[src/rtl/channel_counter_bank.sv]
// rtl/channel_counter_bank.sv - bank of modulo-MOD channel counters with press edge detect and retriggerable alarm
// Optional down-count: define CCB_DOWN_EN to add the dir input (dir=1 decrements pressed channels).
module channel_counter_bank #(
    parameter int N_CH      = 10,
    parameter int CNT_W     = 4,
    parameter int MOD       = 10,
    parameter int INIT      = 1,
    parameter int IDX_W     = 4,
    parameter int ALARM_CYC = 50000000
) (
    input  logic                    clk,
    input  logic                    rst_n,
    input  logic                    en,
    input  logic                    preset,
    input  logic [IDX_W-1:0]        active_cnt,
    input  logic [N_CH-1:0]         btn,
    input  logic                    alarm_ack,
`ifdef CCB_DOWN_EN
    input  logic                    dir,
`endif
    output logic [N_CH*CNT_W-1:0]   status,
    output logic [IDX_W-1:0]        last_idx,
    output logic [N_CH-1:0]         wrap,
    output logic                    alarm,
    output logic [IDX_W-1:0]        alarm_idx
);
    localparam int               TMR_W    = (ALARM_CYC > 1) ? $clog2(ALARM_CYC) : 1;
    localparam logic [CNT_W-1:0] MAX_V    = CNT_W'(MOD - 1);
    localparam logic [CNT_W-1:0] INIT_V   = CNT_W'(INIT);
    localparam logic [TMR_W-1:0] TMR_LOAD = TMR_W'(ALARM_CYC - 1);

    typedef enum logic {S_IDLE, S_ALARM} state_t;

    logic [CNT_W-1:0] r_cnt [N_CH];
    logic [N_CH-1:0]  r_btn_q;
    logic [N_CH-1:0]  r_wrap;
    logic [IDX_W-1:0] r_last_idx;
    logic [IDX_W-1:0] r_alarm_idx;
    state_t           r_state;
    logic [TMR_W-1:0] r_timer;

    logic             w_down;
    logic [N_CH-1:0]  w_press;
    logic [N_CH-1:0]  w_wrap_nxt;
    logic [CNT_W-1:0] w_cnt_nxt [N_CH];
    logic [IDX_W-1:0] w_press_idx;
    logic [IDX_W-1:0] w_wrap_idx;
    state_t           w_state_nxt;
    logic [TMR_W-1:0] w_timer_nxt;
    logic [IDX_W-1:0] w_alarm_idx_nxt;

`ifdef CCB_DOWN_EN
    assign w_down = dir;
`else
    assign w_down = 1'b0;
`endif

    // Descending scan so the last assignment leaves the lowest pressed index.
    always_comb begin
        w_press     = '0;
        w_wrap_nxt  = '0;
        w_press_idx = '0;
        for (int i = N_CH - 1; i >= 0; i--) begin
            w_cnt_nxt[i] = r_cnt[i];
            w_press[i]   = btn[i] & ~r_btn_q[i] & en & (IDX_W'(i) < active_cnt);
            if (w_press[i]) begin
                w_press_idx = IDX_W'(i);
                if (w_down) begin
                    if (r_cnt[i] == '0) begin
                        w_cnt_nxt[i]  = MAX_V;
                        w_wrap_nxt[i] = 1'b1;
                    end else begin
                        w_cnt_nxt[i] = r_cnt[i] - CNT_W'(1);
                    end
                end else begin
                    if (r_cnt[i] == MAX_V) begin
                        w_cnt_nxt[i]  = '0;
                        w_wrap_nxt[i] = 1'b1;
                    end else begin
                        w_cnt_nxt[i] = r_cnt[i] + CNT_W'(1);
                    end
                end
            end
        end
    end

    always_comb begin
        w_wrap_idx = '0;
        for (int i = N_CH - 1; i >= 0; i--) begin
            if (r_wrap[i]) begin
                w_wrap_idx = IDX_W'(i);
            end
        end
    end

    always_ff @(posedge clk) begin
        if (!rst_n) begin
            for (int i = 0; i < N_CH; i++) begin
                r_cnt[i] <= INIT_V;
            end
            r_btn_q    <= '0;
            r_wrap     <= '0;
            r_last_idx <= '0;
        end else begin
            r_btn_q <= btn;
            if (preset) begin
                for (int i = 0; i < N_CH; i++) begin
                    r_cnt[i] <= INIT_V;
                end
                r_wrap <= '0;
            end else begin
                for (int i = 0; i < N_CH; i++) begin
                    r_cnt[i] <= w_cnt_nxt[i];
                end
                r_wrap <= w_wrap_nxt;
                if (|w_press) begin
                    r_last_idx <= w_press_idx;
                end
            end
        end
    end

    // A wrap outranks acknowledge and timeout: it always (re)arms the full hold time.
    always_comb begin
        w_state_nxt     = r_state;
        w_timer_nxt     = r_timer;
        w_alarm_idx_nxt = r_alarm_idx;
        if (|r_wrap) begin
            w_state_nxt     = S_ALARM;
            w_timer_nxt     = TMR_LOAD;
            w_alarm_idx_nxt = w_wrap_idx;
        end else if (r_state == S_ALARM) begin
            if (alarm_ack || (r_timer == '0)) begin
                w_state_nxt = S_IDLE;
            end else begin
                w_timer_nxt = r_timer - TMR_W'(1);
            end
        end
    end

    always_ff @(posedge clk) begin
        if (!rst_n) begin
            r_state     <= S_IDLE;
            r_timer     <= '0;
            r_alarm_idx <= '0;
        end else begin
            r_state     <= w_state_nxt;
            r_timer     <= w_timer_nxt;
            r_alarm_idx <= w_alarm_idx_nxt;
        end
    end

    for (genvar g = 0; g < N_CH; g++) begin : g_status
        assign status[g*CNT_W +: CNT_W] = r_cnt[g];
    end

    assign last_idx  = r_last_idx;
    assign wrap      = r_wrap;
    assign alarm     = (r_state == S_ALARM);
    assign alarm_idx = r_alarm_idx;

endmodule

[config.mk]
export PLATFORM = sky130hd
export DESIGN_NAME = channel_counter_bank
export DESIGN_NICKNAME = d
export VERILOG_FILES = /design/src/rtl/channel_counter_bank.sv
export SDC_FILE = /design/constraint.sdc
export NUM_CORES = 1
export LEC_CHECK = 0
export ABC_AREA = 1
export BUFFER_PORTS_ARGS = -buffer_cell sky130_fd_sc_hd__buf_2
export CAP_MARGIN = 20
export CORE_MARGIN = 2
export CORE_UTILIZATION = 56
export DETAILED_ROUTE_END_ITERATION = 16
export PLACE_DENSITY = 0.81
export SLEW_MARGIN = 10
export SYNTH_ARGS = -nofsm -noshare
export SYNTH_HDL_FRONTEND = slang
export SYNTH_SLANG_ARGS = --single-unit
[constraint.sdc]
create_clock -name clk -period 2.11 [get_ports clk]
set_input_delay 0.1055 -clock clk [delete_from_list [all_inputs] [get_ports clk]]
set_output_delay 0.1055 -clock clk [all_outputs]
set_load 0.005 [all_outputs]
==> results by group <==
Clocking
  • Post-CTS Setup Bufs: 0
  • CTS Root Cell: clkbuf_8
  • CTS tree: built
  • Post-CTS Resized: 0
  • CTS Buf Count: 9
  • Clock Pin Slew Worst Setup and Hold Paths: roughly 90 ps
  • Deepest clock path buffer count: 2
  • Clock latency at the later pin of the worst-skew pair: between 300 and 400 ps
  • Max H-tree Level: 3
  • CTS sink cnt: 95

Synth
  • Netlist cell types: about 40
  • Complex-gate fraction of the synthesized area: approximately 7.4%
  • Post-Synth XOR/XNOR Area: under 10%
  • Combinational family with the most area after synthesis: simple AND/OR/NAND/NOR gates
  • Cells after Synth: 673
  • Mux share of post-synthesis cell area: 0%
  • Yosys reg bits: between 90 and 100
  • Syn_nets: between 700 and 800
  • Synth Area per Inst: between 7 and 8 um2
  • Yosys warns: 0
  • Post-synthesis sequential area ratio: around 44%
  • Synth Area in Adders: under 10%
  • Simple-Gate Fraction of Synth Area: between 30 and 40%
  • Area contributors post-synth: edfxtp_1 (23%), dfxtp_1 (21%), nand2_1 (11%)
  • Area leader, netlist: edfxtp_1
  • Share of the synthesized area in the top cell type: 23.21%
  • Mapped Area: 5176 um2

Floorplan
  • DIE AREA: approximately 10000 um2
  • Core box area: around 9100 um2
  • Std-Cell Rows: 35
  • X dimension of the die: roughly 100 um
  • Io pins: ~80
  • Chip height: 100.1 um
  • Starting Density: a little under three fifths

Flow run
  • Max Cap Violations: 0

Setup path
  • Delay-heaviest family, CP: simple AND/OR/NAND/NOR gates
  • Req. time, crit path: 2430 ps
  • CP endpoint kind: flip-flop
  • Worst-path maximum fanout: 7
  • Bufs and invs on worst path: 4
  • FF-to-FF End: r_timer[14]
  • Crit-path max cell delay: between 300 and 400 ps
  • R2R Setup Slk: roughly 330 ps
  • Critical path's slowest cell: dfxtp_1
  • Crit path arrival time: 2100 ps
  • Reg2Reg Depth: 13
  • Worst reg2reg startpoint: r_timer[0]
  • Setup crit start kind: flip-flop
  • Setup Crit Path Kind: flip-flop to flip-flop
  • Sequence of cells on the critical path: inv_2 -> ha_1 -> inv_1 -> nor3_2 -> nand4_2 -> nand2_4 -> nor2_2 -> buf_4 -> nor2_2 -> nand2_1 -> nand3_1 -> nand2_1 -> inv_1

STA
  • Max-slew headroom: 72.45%
  • Skew final: ~13 ps
  • Setup TNS: 0 ps
  • Final Hold Viols: 0
  • Worst-Margin Slew: between 400 and 500 ps
  • Fin crit share: between 80% and 90%
  • Post-route setup slack: 325.5 ps
  • WHS: approximately 50 ps
  • RSZ-0062 raised after global routing: false
  • FMAX: roughly 560 MHz
  • # setup viols final: 0
  • Min Tclk post-route: 1785 ps
  • Max-slew violations: 0

Route
  • Remaining DRCs: 0
  • Total number of vias: 4667
  • Vias per cell: between 5 and 6
  • Final WL: between 10000 and 15000 um
  • Post-route ant nets: 0
  • Routed len/inst: around 14 um
  • DRT Pass-1 Iters: 5
  • Initial DRC Count: about 340

GRT
  • Largest net degree at the start of global routing: 30
  • Overall Global Routing Usage: 24.47%
  • Initial antenna violation count: 0
  • First-pass GRT wire length: slightly below 20000 um
  • Vias in the first global route: 4317
  • Grt total ovfl: 0

Final layout
  • Final Util: approximately two thirds
  • Layout cell share with drive strength beyond 1: between 10% and 20%
  • Ant. Diodes: 0
  • Fill count: 772
  • Nets: 807
  • P&R area growth vs syn: 15.30%

Pwr
  • LEAKAGE: approximately 0.0030 uW
  • Reg power frac: just over 50%
  • Clock share of power: between 20% and 30%
  • Psw: 1345 uW
  • Pwr Total: about 4200 uW
  • Pwr dens: approximately 700 nW/um2
  • Peak VDD IR: just over 400 uV
  • Combinational Power Share: 22.0%
  • Sw frac: 32.17%
  • Internal power: 2835 uW

Hold path
  • Worst Hold Depth: 3
  • Hold_sp: preset
  • Hold Crit Class: primary input to flip-flop
  • Hold Path Sink: last_idx[3]

Placement
  • IO buf count: 77
  • Detailed Place HPWL: 8870 um
  • Pre-CTS WS: 397.7 ps
  • Routability cong.: 1.026

Run status
  • Status: finished, final reports clean
[placed cells by master, fill, tap and decap left out, drive strengths merged, types with 12 or more instances in the layout]
| cell | netlist | layout |
|---|---|---|
| edfxtp | 40 | 40 |
| nand3 | 45 | 45 |
| nor3 | 21 | 21 |
| nand4 | 12 | 12 |
| o211ai | 14 | 14 |
| ha | 22 | 22 |
| a21oi | 24 | 24 |
| nor2 | 119 | 119 |
| inv | 109 | 111 |
| o21ai | 15 | 15 |
| buf | 7 | 85 |
| nand2 | 155 | 155 |
| dfxtp | 55 | 55 |
[flip-flops by register name, indices dropped and copies added, names as in the netlist]
signal / flops
alarm_idx: 4
r_btn_q: 10
r_timer: 26
wrap: 10
alarm: 1
last_idx: 4
r_cnt: 40
[worst max-delay path by stage]
| stage | start | endpoint | slack [ps] | cells after the start |
|---|---|---|---|---|
| 5_1_grt | r_timer[0] | r_timer[14] | 160 | 13 |
| 4_1_cts | r_timer[0] | r_timer[14] | 350 | 13 |
| 3_3_place_gp | r_timer[3] | r_timer[23] | 440 | 10 |
| 6_report | r_timer[0] | r_timer[14] | 330 | 13 |
| 3_5_place_dp | r_timer[0] | r_timer[14] | 400 | 13 |
| 2_1_floorplan | r_timer[0] | r_timer[0] | 550 | 10 |
[per-stage QoR]
step	cells	area, um2
global placement	856	5685
detailed placement	856	5685
CTS	882	5968
global route	882	5968
floorplan	673	5176
finish	882	5968
[power groups by stage]
| stage | clock network [uW] | registers [uW] | logic, uW |
|---|---|---|---|
| 3_5_place_dp | 0 | 2170 | 889 |
| 3_3_place_gp | 0 | 2160 | 864 |
| 2_1_floorplan | 0 | 2150 | 640 |
| 4_1_cts | 1170 | 2120 | 909 |
| 6_report | 1140 | 2130 | 918 |
| 5_1_grt | 1230 | 2140 | 1040 |
[area by class of cell]
| class | instances | area (um2) | share of cell area, % |
|---|---|---|---|
| Clock inverter | 6 | 55.05 | 0.9224 |
| Clock buffer | 10 | 127.6 | 2.138 |
| Inverter | 109 | 409.1 | 6.855 |
| Tap cell | 111 | 138.9 | 2.327 |
| Multi-Input combinational cell | 456 | 2390 | 40.04 |
| Sequential cell | 95 | 2302 | 38.57 |
| Timing Repair Buffer | 95 | 545.5 | 9.140 |
[worst reg2reg max path, stage by stage, from the launching register on]
cell and delay (ps):
dfxtp_1 370, inv_2 90, ha_1 140, inv_1 60, nor3_2 200, nand4_2 120, nand2_4 140, nor2_2 50
buf_4 160, nor2_2 160, nand2_1 80, nand3_1 80, nand2_1 50, inv_1 60
[logic make-up (layout without fill, tap and decap cells)]
| kind of cell | count (synthesis) | after routing |
|---|---|---|
| flops | 95 | 95 |
| compound gates | 61 | 61 |
| fa+ha+maj | 22 | 22 |
| buf+inv | 122 | 220 |
| simple gates | 358 | 358 |
| xor+xnor | 15 | 15 |
[routing by layer]
metal	routed length, um	vias to the layer above	global-route usage [%]
met5	0	-	0
met4	283	0	10.22
met3	771	30	4.039
met2	5672	171	41.20
met1	5207	2127	31.29
li1	-	2339	-
[synthesized netlist by cell type (all sizes together)]
master and count:
a21oi 24, a31o 1, a31oi 1, buf 7
clkbuf 6, dfxtp 55, edfxtp 40, ha 22
inv 109, nand2 155, nand3 45, nand3b 2
nand4 12, nor2 119, nor3 21, nor3b 1
nor4 2, o211ai 14, o21a 1, o21ai 15
o21bai 2, o31ai 2, o41ai 1, or2 1
xnor2 10, xor2 5
[what timing repair did]
action | 4_1_cts | 5_1_grt
hold buffers | 10 | 0
endpoints found under the hold margin | 10 | 0
endpoints found under the setup margin | 0 | 0
Power figures use the tool's default switching activity.
